**config.mk**
```make
export PLATFORM = sky130hd
export DESIGN_NAME = apb_master_arbiter
export DESIGN_NICKNAME = d
export VERILOG_FILES = /design/src/rtl/apb_arb_pkg.sv /design/src/rtl/apb_rr_arbiter.sv /design/src/rtl/apb_master_arbiter.sv
export SDC_FILE = /design/constraint.sdc
export NUM_CORES = 1
export LEC_CHECK = 0
export ABC_AREA = 0
export CORE_AREA = 2 2 170 172
export CTS_CLUSTER_SIZE = 30
export DETAILED_ROUTE_END_ITERATION = 6
export DIE_AREA = 0 0 172 174
export MAX_ROUTING_LAYER = met4
export PLACE_DENSITY_LB_ADDON = 0.2
export SLEW_MARGIN = 20
export SYNTH_ARGS = -nofsm -noshare
export SYNTH_HDL_FRONTEND = slang
export SYNTH_HIERARCHICAL = 1
export SYNTH_SLANG_ARGS = --single-unit
```
**constraint.sdc**
```tcl
create_clock -name PCLK -period 4.05 [get_ports PCLK]
set_input_delay 0.6075 -clock PCLK [delete_from_list [all_inputs] [get_ports PCLK]]
set_output_delay 0.6075 -clock PCLK [all_outputs]
set_load 0.02 [all_outputs]
```
**src/rtl/apb_arb_pkg.sv**
```systemverilog
// Shared types and helpers for the APB master arbiter.
package apb_arb_pkg;

  // APB bus phase of the single shared master port.
  typedef enum logic [1:0] {
    ST_IDLE   = 2'd0,
    ST_SETUP  = 2'd1,
    ST_ACCESS = 2'd2
  } apb_state_e;

  // Width needed for a counter that must hold values 0..timeout.
  function automatic int tcnt_width(input int timeout);
    return $clog2(timeout + 1);
  endfunction

endpackage

```
**src/rtl/apb_rr_arbiter.sv**
```systemverilog
// Combinational round-robin picker: first eligible requester after last_grant.
module apb_rr_arbiter #(
  parameter int NREQ = 4,
  parameter int IW   = (NREQ > 1) ? $clog2(NREQ) : 1
) (
  input  logic [NREQ-1:0] req,
  input  logic [NREQ-1:0] mask,
  input  logic [IW-1:0]   last_grant,
  output logic [NREQ-1:0] grant,
  output logic [IW-1:0]   grant_idx,
  output logic            grant_valid
);

  logic [NREQ-1:0] eligible;
  logic [IW-1:0]   idx;
  logic            found;

  assign eligible    = req & ~mask;
  assign grant_valid = |eligible;

  // Walk the requesters starting one past the previous winner, wrapping.
  always_comb begin
    grant     = '0;
    grant_idx = '0;
    found     = 1'b0;
    idx       = '0;
    for (int k = 1; k <= NREQ; k++) begin
      idx = IW'((int'(last_grant) + k) % NREQ);
      if (!found && eligible[idx]) begin
        found       = 1'b1;
        grant[idx]  = 1'b1;
        grant_idx   = idx;
      end
    end
  end

endmodule

```
**src/rtl/apb_master_arbiter.sv**
```systemverilog
// Multi-requester APB4 master: round-robin grant, one transfer at a time,
// with a wait-state timeout that aborts a hung slave access.
//
// state     | meaning
// ----------+-------------------------------------------------------
// ST_IDLE   | bus quiet, arbitrate every cycle
// ST_SETUP  | PSELx high, latched request on the bus for one cycle
// ST_ACCESS | PENABLE high, wait for PREADY or timeout; re-arbitrate
module apb_master_arbiter
  import apb_arb_pkg::*;
#(
  parameter int NREQ    = 4,
  parameter int AW      = 32,
  parameter int DW      = 32,
  parameter int TIMEOUT = 16
) (
  input  logic                   PCLK,
  input  logic                   PRESETn,
  input  logic [NREQ-1:0]        req_transfer,
  input  logic [NREQ-1:0]        req_write,
  input  logic [NREQ*AW-1:0]     req_addr,
  input  logic [NREQ*DW-1:0]     req_wdata,
  input  logic [NREQ*(DW/8)-1:0] req_strb,
  input  logic [NREQ*3-1:0]      req_prot,
  output logic [NREQ-1:0]        req_done,
  output logic [DW-1:0]          rdata,
  output logic                   error,
  output logic                   PSELx,
  output logic                   PENABLE,
  output logic [AW-1:0]          PADDR,
  output logic                   PWRITE,
  output logic [DW-1:0]          PWDATA,
  output logic [DW/8-1:0]        PSTRB,
  output logic [2:0]             PPROT,
  input  logic [DW-1:0]          PRDATA,
  input  logic                   PREADY,
  input  logic                   PSLVERR
);

  localparam int IW = (NREQ > 1) ? $clog2(NREQ) : 1;
  localparam int SW = DW / 8;
  localparam int TW = tcnt_width(TIMEOUT);
  localparam logic [TW-1:0] TC_LAST = TW'(TIMEOUT - 1);

  apb_state_e      state, state_nxt;
  logic [IW-1:0]   last_grant;
  logic [IW-1:0]   cur;
  logic [NREQ-1:0] cur_oh;
  logic [NREQ-1:0] arb_mask;
  logic [NREQ-1:0] grant;
  logic [IW-1:0]   grant_idx;
  logic            grant_valid;
  logic [TW-1:0]   tcnt;
  logic            timed_out;
  logic            complete;
  logic            take_grant;

  assign cur_oh = NREQ'(1) << cur;

  // The requester being served is excluded at its completion edge; during its
  // done cycle the registered done pulse itself provides the exclusion.
  assign arb_mask = (state == ST_ACCESS) ? cur_oh : req_done;

  assign timed_out = (state == ST_ACCESS) && !PREADY && (tcnt == TC_LAST);
  assign complete  = (state == ST_ACCESS) && (PREADY || timed_out);

  assign PSELx   = (state == ST_SETUP) || (state == ST_ACCESS);
  assign PENABLE = (state == ST_ACCESS);

  apb_rr_arbiter #(
    .NREQ (NREQ),
    .IW   (IW)
  ) u_rr (
    .req         (req_transfer),
    .mask        (arb_mask),
    .last_grant  (last_grant),
    .grant       (grant),
    .grant_idx   (grant_idx),
    .grant_valid (grant_valid)
  );

  // Bus phase register.
  always_ff @(posedge PCLK or negedge PRESETn) begin
    if (!PRESETn) state <= ST_IDLE;
    else          state <= state_nxt;
  end

  // Next phase; a grant is taken from IDLE or straight out of a completing ACCESS.
  always_comb begin
    state_nxt  = state;
    take_grant = 1'b0;
    case (state)
      ST_IDLE: begin
        if (grant_valid) begin
          state_nxt  = ST_SETUP;
          take_grant = 1'b1;
        end
      end
      ST_SETUP: state_nxt = ST_ACCESS;
      ST_ACCESS: begin
        if (complete) begin
          if (grant_valid) begin
            state_nxt  = ST_SETUP;
            take_grant = 1'b1;
          end else begin
            state_nxt = ST_IDLE;
          end
        end
      end
      default: state_nxt = ST_IDLE;
    endcase
  end

  // Latch the winner's request so later requester activity cannot disturb the bus.
  always_ff @(posedge PCLK or negedge PRESETn) begin
    if (!PRESETn) begin
      last_grant <= IW'(NREQ - 1);
      cur        <= '0;
      PWRITE     <= 1'b0;
      PADDR      <= '0;
      PWDATA     <= '0;
      PSTRB      <= '0;
      PPROT      <= '0;
    end else if (take_grant) begin
      last_grant <= grant_idx;
      cur        <= grant_idx;
      PWRITE     <= req_write[grant_idx];
      for (int i = 0; i < NREQ; i++) begin
        if (grant[i]) begin
          PADDR  <= req_addr[i*AW +: AW];
          PWDATA <= req_wdata[i*DW +: DW];
          PSTRB  <= req_strb[i*SW +: SW];
          PPROT  <= req_prot[i*3 +: 3];
        end
      end
    end
  end

  // Completion pulse and response capture; a timeout reports error with zero data.
  always_ff @(posedge PCLK or negedge PRESETn) begin
    if (!PRESETn) begin
      req_done <= '0;
      rdata    <= '0;
      error    <= 1'b0;
    end else begin
      req_done <= complete ? cur_oh : '0;
      if (complete) begin
        rdata <= PREADY ? PRDATA : '0;
        error <= PREADY ? PSLVERR : 1'b1;
      end
    end
  end

  // Consecutive not-ready ACCESS cycles; cleared whenever the access ends.
  always_ff @(posedge PCLK or negedge PRESETn) begin
    if (!PRESETn) begin
      tcnt <= '0;
    end else if ((state == ST_ACCESS) && !PREADY && !timed_out) begin
      tcnt <= tcnt + 1'b1;
    end else begin
      tcnt <= '0;
    end
  end

endmodule

```
Word-level counts from Yosys, hierarchy flattened:

Cells that the tools add are included.

* shifts and indexed selects: 1
* reductions and logical operators: 23
* bitwise gates (word level): 5
* mux-type cells: 57
* add/sub/neg operators: 5
* magnitude comparators: 9
* equality and inequality tests: 5

Operators with widths (number)
* 32-bit 2-to-1 mux: 9
* 4-bit 2-to-1 mux: 10
* 1-bit 2-to-1 mux: 16
* 2-bit by 3-bit < comparator with 1-bit output (second input constant): 5
* 2-bit 2-to-1 mux: 6
* 3-bit 2-to-1 mux: 4
* 4-bit bitwise OR: 3
* 1-bit logical AND: 11
* 1-bit binary-select mux with 2-bit select: 5
* 1-bit demux with 2-bit select: 4
* 2-bit by 1-bit >= comparator with 1-bit output (second input constant): 4
* 2-bit one-hot mux with 3 select lines: 1
* 5-bit by 1-bit adder with 5-bit output (second input constant): 1
* 5-bit by 4-bit equality test with 1-bit output (second input constant): 1
* 1-bit zero test: 5
* 5-bit 2-to-1 mux: 1
* 2-bit by 1-bit adder with 2-bit output (second input constant): 2
* 2-bit adder (second input constant): 2
* 4-bit bitwise AND: 1
* 4-bit NOT: 1
* 2-bit AND reduction: 2
* 4-bit nonzero test: 1
* 4-bit OR reduction: 1
* 1-bit by 2-bit left shift with 4-bit output (first input constant): 1
* 7 further kinds: 8

* input port bits: 328
* output and inout bits: 111
* bits in registers: 120

Depth between registers and ports, before layout:

Gate-level depths: netlist of the first run.

* depth after elaboration: 20
* depth in mapped cells: 16

Modules after synthesis:

Netlist of the first run, hierarchy kept.

Modules (own cells, without submodules)
* apb_master_arbiter: instances 1, area each 7040.5 um^2, cells an instance 614, sequential area each 3005.4 um^2
* apb_rr_arbiter: instances 1, area each 545.5 um^2, cells an instance 68, sequential area each 0.0 um^2

Worst setup path after synthesis of the first run:

Ideal clock, no wire load.

* path type: register to register
* start point: register state[0]
* end point: register PADDR[13]
* clock period less this slack: 3719 ps
* setup time: 125 ps
* slack: 331 ps
* cell stages (with the launch flop): 16
* data arrival time: 3594 ps
* cells stage by stage: dfrtp_1 inv_1 ha_1 buf_2 mux2_2 nand2b_1 buf_2 mux4_2 nand2b_1 o22ai_1 nor2_1 nor2b_1 buf_2 clkbuf_1 a222oi_1 mux2_4

* elaborated cells on any way between the ends: 42
* those cells by class: eq/ne: 1; mux: 22; bitwise: 5; reduce/logical: 14

RTL lines
* start, declared: line apb_master_arbiter.sv:45 `apb_state_e state, state_nxt;`
* start signal, assigned: line apb_master_arbiter.sv:85 `else state <= state_nxt;`
* 2-bit equality test (*)
* named net PENABLE: line apb_master_arbiter.sv:29 `output logic PENABLE,`
* 4-bit 2-to-1 mux (*): line apb_master_arbiter.sv:62 `assign arb_mask = (state == ST_ACCESS) ? cur_oh : req_done;`
* named net arb_mask[0]: line apb_master_arbiter.sv:49 `logic [NREQ-1:0] arb_mask;`
* 4-bit NOT (*): line apb_rr_arbiter.sv:18 `assign eligible = req & ~mask;`
* 4-bit bitwise AND (*): line apb_rr_arbiter.sv:18
* 1-bit binary-select mux with 2-bit select: line apb_rr_arbiter.sv:29 `if (!found && eligible[idx]) begin`
* 1-bit 2-to-1 mux (not written as such): line apb_rr_arbiter.sv:29
* [5 not listed]
* 1-bit logical AND: line apb_rr_arbiter.sv:29
* 1-bit 2-to-1 mux: line apb_rr_arbiter.sv:29
* 1-bit zero test: line apb_rr_arbiter.sv:29
* 1-bit logical AND: line apb_rr_arbiter.sv:29
* 4-bit 2-to-1 mux (*): line apb_rr_arbiter.sv:29
* named net grant[2]: line apb_master_arbiter.sv:50 `logic [NREQ-1:0] grant;`
* 4-bit nonzero test (no line) or 32-bit 2-to-1 mux (tied branches)
* 2-bit AND reduction (no line) or 32-bit 2-to-1 mux (tied branches)
* end signal, assigned: line apb_master_arbiter.sv:130 `PADDR <= req_addr[i*AW +: AW];`
* end, declared: line apb_master_arbiter.sv:30 `output logic [AW-1:0] PADDR,`

Mark *: on every way through the listed nets, which the timed path passes. The rest lies on a longest branch. The select of a mux whose other input is x is not followed.
A chain may end at the register's enable or synchronous reset.

Worst setup path after layout of the first run:

* start point: register state[0]
* end point: register PADDR[20]

* cells in the longest elaborated chain, start to end: 19
* elaborated cells on any way between the ends: 42
* those cells by class: eq/ne: 1; mux: 22; bitwise: 5; reduce/logical: 14

Ends and longest elaborated chain
* 2-bit equality test (*): line apb_master_arbiter.sv:62
* 4-bit 2-to-1 mux (*): line apb_master_arbiter.sv:62
* named net arb_mask[0]: line apb_master_arbiter.sv:49
* 4-bit NOT (*): line apb_rr_arbiter.sv:18
* 4-bit bitwise AND (*): line apb_rr_arbiter.sv:18
* 1-bit binary-select mux with 2-bit select: line apb_rr_arbiter.sv:29
* 1-bit 2-to-1 mux (not written as such): line apb_rr_arbiter.sv:29
* 1-bit 2-to-1 mux: line apb_rr_arbiter.sv:29
* [3 not listed]
* 1-bit zero test: line apb_rr_arbiter.sv:29
* 1-bit logical AND: line apb_rr_arbiter.sv:29
* 1-bit 2-to-1 mux: line apb_rr_arbiter.sv:29
* 1-bit zero test: line apb_rr_arbiter.sv:29
* 1-bit logical AND: line apb_rr_arbiter.sv:29
* 4-bit 2-to-1 mux (*): line apb_rr_arbiter.sv:29
* named net grant[1]: line apb_master_arbiter.sv:50
* 32-bit 2-to-1 mux (3 in series): line apb_master_arbiter.sv:129 `if (grant[i]) begin`

Marks and branches as above.

==> metrics.txt, run 1 <==
flops & latches, synth=120; 1st-iter DRT viols=672; Place WS=-0.0186 ns; overall routing resource usage=19.6%; max cap viols=0; fill count=2687; register area share after synthesis=39.6%; placed standard-cell area=12500 um^2; Clock transition at path regs=0.07 ns; H-tree levels=4; largest net degree at the start of global routing=64; Remaining DRCs=5; core area=28200 um^2; setup bufs post-CTS=0; non-filler cells, final=1513; status=complete, but fails checks; first-pass GRT wire length=43.1 mm; die area=29900 um^2; Min Hold Slack=0.288 ns; Final Cycle Share=93.1%; register area=3010 um^2; Worst EP arrival=4.07 ns; Vias=7089; Worst-Margin Slew=0.872 ns; Worst-Skew Late Latency=0.42 ns; cell area after synthesis=7590 um^2; placed cells=1478; Longest Clk Path Bufs=2; CTS tree=yes; Worst Skew=0.0123 ns; final hold viol count=0; Rows=62; final WL=29.5 mm; # nets final=1454; TritonRoute pass-1 iters=7; Startpoint Class=flip-flop; Hold Buf Count CTS=0; Max Slew Vio Count=0; Synth Warn #=6; EDFF count, synth=0; Synth-to-Final Area Change=72.1%; leakage=0.00588 uW; vias per cell=4.69; IO Pins=439; power per cell area=1080 nW/um^2; CP Data Required Time=4.35 ns; Max Fclk=265 MHz; layout cells sized above 1=14.1%; Critical Path End Type=flip-flop; port bufs=438; grt total ovfl=0; ys flop type=dfrtp_1; CTS resizes=1; failing checks=design-rule violations; cell count after synthesis=682; ANT nets after route=0; fin area=13100 um^2; die height=174 um; Slew HR=41.9%; final setup fails=0; WS Path Type=reg2reg; Synth cell types=49; Final WS setup=0.280 ns; syn avg cell area=11.1 um^2; peak supply drop=635 uV; post-synthesis async set-or-reset flop share=100%; Num CTS Buffers=17; Tmin final=3.77 ns; multi-input logic area=3730 um^2; Worst Hold Class=in2async; antenna violations before repair=3; Initial Utilization=26.9%; RSZ-0062 raised after global routing=false; gpl congestion=0.837; syn nets=1023; critical path fanouts, max=32; Fin Setup TNS=0 ns; Chip Width=172 um; clk sinks=120; vias in the first global route=7387; Root Buffer=clkbuf_16; WL/cell=19.5 um; hpwl dp=22.2 mm
==> stage by stage <==
stage / total power (uW) / util, %
floorplan: 9180 / -
global placement: 12600 / 44.1
detailed placement: 12700 / 44.1
CTS: 14200 / 46.1
global route: 15000 / 46.2
finish: 14100 / 46.2
==> logic make-up (layout without fill, tap and decap cells) <==
group                      after synthesis  in the layout  share of synthesized area [%]
muxes                                  157            157                           26.3
and+or+nand+nor                         51             51                           3.79
DFF                                    120            120                           39.6
buffers and inverters                  205            649                           11.7
AOI/OAI and AO/OA                      134            134                           16.2
other                                    0              3                              0
adders and majority gates               13             13                           2.14
xor gates and xnor gates                 2              2                          0.231
==> Yosys cell counts, drive strengths merged, types with 2 or more instances <==
| cell type | count | area [um^2] |
|---|---|---|
| inv | 153 | 579 |
| dfrtp | 118 | 2950 |
| and3 | 2 | 12.5 |
| nand2b | 6 | 37.5 |
| nor3b | 4 | 30.0 |
| nand4 | 2 | 12.5 |
| nand3 | 3 | 15.0 |
| buf | 32 | 225 |
| dfstp | 2 | 52.6 |
| clkbuf | 20 | 82.6 |
| nor2b | 4 | 25.0 |
| o21ai | 8 | 47.6 |
| ha | 13 | 163 |
| a21oi | 7 | 46.3 |
| a221oi | 5 | 43.8 |
| mux2i | 74 | 741 |
| mux4 | 5 | 116 |
| a22o | 33 | 289 |
| nor2 | 16 | 65.1 |
| nor4 | 4 | 31.3 |
| nand3b | 2 | 15.0 |
| a31oi | 2 | 12.5 |
| nand2 | 4 | 15.0 |
| o22ai | 4 | 25.0 |
| a222oi | 70 | 701 |
| mux2 | 78 | 1140 |
==> report_power, final <==
| part | internal [uW] | switching (uW) | leakage (uW) |
|---|---|---|---|
| Sequential | 1850 | 345 | 0.00142 |
| Clock | 853 | 635 | 0.000264 |
| Combinational | 5340 | 5070 | 0.00420 |
==> sequential cells by signal, indices dropped and copies added, names as in the netlist <==
signal      flops
PADDR          32
PPROT           3
PSTRB           4
PWDATA         32
PWRITE          1
cur             2
error           1
last_grant      2
rdata          32
req_done        4
state           2
tcnt            5
==> per-layer routing <==
layer	wire length, um	part of all wire, %	global-route usage [%]	vias up
met5	0	0	-	-
met2	14700	50	33.3	319
met4	457	1.5	5.64	0
met1	12000	41	22.8	3412
li1	-	-	-	3337
met3	2370	8.0	5.15	21
==> worst paths after layout <==
path,from,endpoint,cells past startpoint,slack [ns]
setup reg to reg,state[0]$_DFFE_PN0P_,PADDR[20]$_DFFE_PN0P_,12,0.28
setup / recovery,state[0]$_DFFE_PN0P_,PADDR[20]$_DFFE_PN0P_,12,0.28
hold reg to reg,tcnt[0]$_DFF_PN0_,tcnt[0]$_DFF_PN0_,1,0.46
min in group PCLK,tcnt[0]$_DFF_PN0_,tcnt[0]$_DFF_PN0_,1,0.46
hold / removal,PRESETn,rdata[24]$_DFFE_PN0P_,1,0.29
max in group asynchronous,PRESETn,PADDR[7]$_DFFE_PN0P_,2,2.91
==> layout make-up <==
type	count	share of cell area, %
timing repair buffer	464	35.9
multi-input combinational	357	28.6
sequential	120	23.0
inverter	153	4.44
tap	384	3.68
clock buffer	17	3.26
clock inverter	15	1.06
antenna	3	0.0575
==> worst max-delay path, stage by stage, from the launching register on <==
cell and delay (ns):
dfrtp_1 0.41, inv_1 0.10, ha_2 0.26, mux2_2 0.36, nand2b_1 0.20, mux4_1 0.54
nor2_2 0.20, a221oi_1 0.15, nor2_4 0.27, buf_12 0.27, mux2i_1 0.38, a222oi_1 0.17
mux2_4 0.28
==> layout by cell type (no fill, tap or decap), types with 12 or more instances in the layout <==
master           synthesis  final
clkbuf_16                0     17
clkdlybuf4s50_1          0    437
a22o_1                  33     33
ha_1                    13     12
dfrtp_1                118    118
mux2i_1                 74     74
inv_1                  152    152
mux2_4                  70     70
buf_4                    6     17
a222oi_1                70     70
No activity file was read; power rests on OpenSTA's default activity.
==> run 2: changes to the inputs <==
Settings changed: CORE_AREA 2 2 170 172 to 2 2 172 174, CTS_CLUSTER_DIAMETER from default to 40, DIE_AREA 0 0 172 174 to 0 0 174 176, SYNTH_HIERARCHICAL 1 to default.
==> metrics.txt, run 2 <==
status=complete, no violations (was complete, but fails checks); Worst-Margin Slew=0.831 ns (was 0.872 ns); largest net degree at the start of global routing=65 (was 64); Worst-Skew Late Latency=0.42 ns (about the same); leakage=0.00530 uW (was 0.00588 uW); post-synthesis async set-or-reset flop share=100% (unchanged); Hold Buf Count CTS=0 (unchanged); Num CTS Buffers=17 (unchanged); final setup fails=0 (unchanged); critical path fanouts, max=50 (was 32); Clock transition at path regs=0.07 ns (about the same); die area=30600 um^2 (was 29900 um^2); Psw=6290 uW (was 6050 uW); Worst Skew=0.0132 ns (was 0.0123 ns); grt total ovfl=0 (unchanged); max cap viols=0 (unchanged); CTS resizes=0 (was 1); layout cells sized above 1=7.26% (was 14.1%); Tmin final=3.72 ns (was 3.77 ns); vias in the first global route=9059 (was 7387); M1 wire length=15.9 mm (was 12.0 mm); Chip Width=174 um (was 172 um); internal cell power=6580 uW (was 8040 uW); Worst EP arrival=3.99 ns (was 4.07 ns); Rows=62 (unchanged); WS Path Type=reg2reg (unchanged); synth top area cells=dfrtp_1 37%, a311o_1 8.9%, a32oi_1 7.9% (was dfrtp_1 39%, mux2_4 14%, mux2i_1 9.8%); # nets final=1555 (was 1454); gpl congestion=0.891 (was 0.837); sequential group share of total power=16.9% (was 15.6%); fill count=2802 (was 2687); Worst Hold Class=in2async (unchanged); EDFF count, synth=0 (unchanged); CTS tree=yes (unchanged); Longest Clk Path Bufs=2 (unchanged); H-tree levels=4 (unchanged); Vias=8975 (was 7089); Fin Setup TNS=0 ns (unchanged); Final WS setup=0.335 ns (was 0.280 ns); ANT nets after route=0 (unchanged); vias per cell=5.55 (was 4.69); Initial Utilization=27.9% (was 26.9%); WL/cell=23.6 um (was 19.5 um); RSZ-0062 raised after global routing=false (unchanged); register area share after synthesis=37.8% (was 39.6%); Remaining DRCs=0 (was 5); leading cell types by count after synthesis=118 x dfrtp_1, 77 x inv_1, 74 x a21oi_1 (was 152 x inv_1, 118 x dfrtp_1, 74 x mux2i_1); ys flop type=dfrtp_1 (unchanged); port bufs=438 (unchanged); peak supply drop=912 uV (was 635 uV); Max Slew Vio Count=0 (unchanged); antenna violations before repair=4 (was 3); Critical Path End Type=flip-flop (unchanged); Final Cycle Share=91.7% (was 93.1%); Slew HR=44.5% (was 41.9%); area share of the largest cell type after synthesis=37.1% (was 38.9%); Synth cell types=54 (was 49); setup bufs post-CTS=0 (unchanged); Synth-to-Final Area Change=67.7% (was 72.1%); power per cell area=965 nW/um^2 (was 1080 nW/um^2); overall routing resource usage=24.7% (was 19.6%); Place WS=0.230 ns (was -0.0186 ns); part of the power in combinational logic=70.9% (was 73.9%); cell with the most instances after synthesis=dfrtp_1 (was inv_1); commonest non-fill, non-tap cell in the layout=clkdlybuf4s50_1 (unchanged); hpwl dp=27.4 mm (was 22.2 mm); Min Hold Slack=0.0664 ns (was 0.288 ns); CP Data Required Time=4.33 ns (was 4.35 ns); Max Fclk=269 MHz (was 265 MHz); met3 routed WL=2.92 mm (was 2.37 mm); Top Registers=PADDR: 32 flops, PWDATA: 32 flops, rdata: 32 flops (unchanged); IO Pins=439 (unchanged); syn nets=1171 (was 1023); cell area after synthesis=7950 um^2 (was 7590 um^2); routed wl met2=18.5 mm (was 14.7 mm); flops & latches, synth=120 (unchanged); area leader, netlist=dfrtp_1 (unchanged); Startpoint Class=flip-flop (unchanged); clock share of power=12.2% (was 10.6%); most frequent cells in the layout=437 x clkdlybuf4s50_1, 118 x dfrtp_1, 77 x inv_1 (was 437 x clkdlybuf4s50_1, 152 x inv_1, 118 x dfrtp_1); final WL=38.1 mm (was 29.5 mm); sw frac=48.9% (was 42.9%); first-pass GRT wire length=56.9 mm (was 43.1 mm); cell count after synthesis=829 (was 682); core area=28500 um^2 (was 28200 um^2); die height=176 um (was 174 um); final hold viol count=0 (unchanged); syn avg cell area=9.59 um^2 (was 11.1 um^2); Synth Warn #=0 (was 6); TritonRoute pass-1 iters=5 (was 7); clk sinks=120 (unchanged); 1st-iter DRT viols=552 (was 672); top layer in use=met4 (unchanged); total power=12900 uW (was 14100 uW); Root Buffer=clkbuf_16 (unchanged)
-- run 2: cell count changes in the layout (fill, tap and decap cells not counted), sizes merged, moves of 6 or more --
| cell | change |
|---|---|
| a21boi | +73 |
| a21oi | +67 |
| a222oi | -70 |
| a311o | +71 |
| a32oi | +72 |
| and3 | +6 |
| buf | +9 |
| inv | -73 |
| mux2 | -76 |
| mux2i | -71 |
| nand2 | +17 |
| nand3 | +8 |
| o211ai | +6 |
| o221ai | +71 |
-- run 2: worst max-delay path: stages (launching register included) --
cell	delay, ns
dfrtp_1	0.43
inv_1	0.10
ha_1	0.32
or3b_4	0.44
and3_1	0.26
mux4_2	0.53
nand2_1	0.14
o211ai_4	0.18
buf_12	0.24
a311o_1	0.36
o221ai_1	0.34
a32oi_1	0.16
-- run 2: path summary, 6_finish.rpt --
kind	slack (ns)	cells after the start	startpoint	to
max in group asynchronous	3.07	2	PRESETn	PADDR[11]$_DFFE_PN0P_
hold / removal	0.07	1	PRESETn	PWDATA[8]$_DFFE_PN0P_
setup reg to reg	0.33	11	state[0]$_DFFE_PN0P_	PPROT[0]$_DFFE_PN0P_
setup / recovery	0.33	11	state[0]$_DFFE_PN0P_	PPROT[0]$_DFFE_PN0P_
min in group PCLK	0.49	1	tcnt[0]$_DFF_PN0_	tcnt[0]$_DFF_PN0_
hold reg to reg	0.49	1	tcnt[0]$_DFF_PN0_	tcnt[0]$_DFF_PN0_
-- run 2: power by group through the flow --
stage               Sequential [uW]  Combinational (uW)  Clock (uW)
floorplan                      2740                5240           0
global placement               2190                9140           0
detailed placement             2180                9210           0
CTS                            2180                9220        1600
global route                   2250                9860        1650
finish                         2180                9130        1570
-- run 2: layout make-up --
type                    instances  area, um^2  share of cell area [%]
inverters                      77         289                    2.17
diodes                          6        15.0                   0.113
multi-input cells             525        4190                    31.4
repair buffers                472        4770                    35.8
well taps                     384         480                    3.60
flip-flops and latches        120        3010                    22.5
clock inverters                15         156                    1.17
clock buffers                  17         425                    3.19
-- run 2: cell families after synthesis --
kind of cell / synth area share [%]
mux: 1.51
fa+ha+maj: 2.20
xor+xnor: 0.220
flops: 37.8
simple gates: 5.08
compound gates: 42.9
buf+inv: 10.3
-- run 2: stage by stage --
| stage | instance area [um^2] | instances | utilization (%) |
|---|---|---|---|
| after global placement | 12700 | 1578 | 44.6 |
| after global routing | 13300 | 1614 | 46.7 |
| after CTS | 13300 | 1610 | 46.7 |
| final | 13300 | 1616 | 46.7 |
| after detailed placement | 12700 | 1578 | 44.6 |
| after floorplan | 7950 | 829 | - |
-- run 2: per-layer routing --
metal	global-route usage [%]	vias to the layer above
met2	39.4	439
met4	8.09	0
met5	-	-
met1	30.8	4410
li1	-	4082
met3	6.09	44
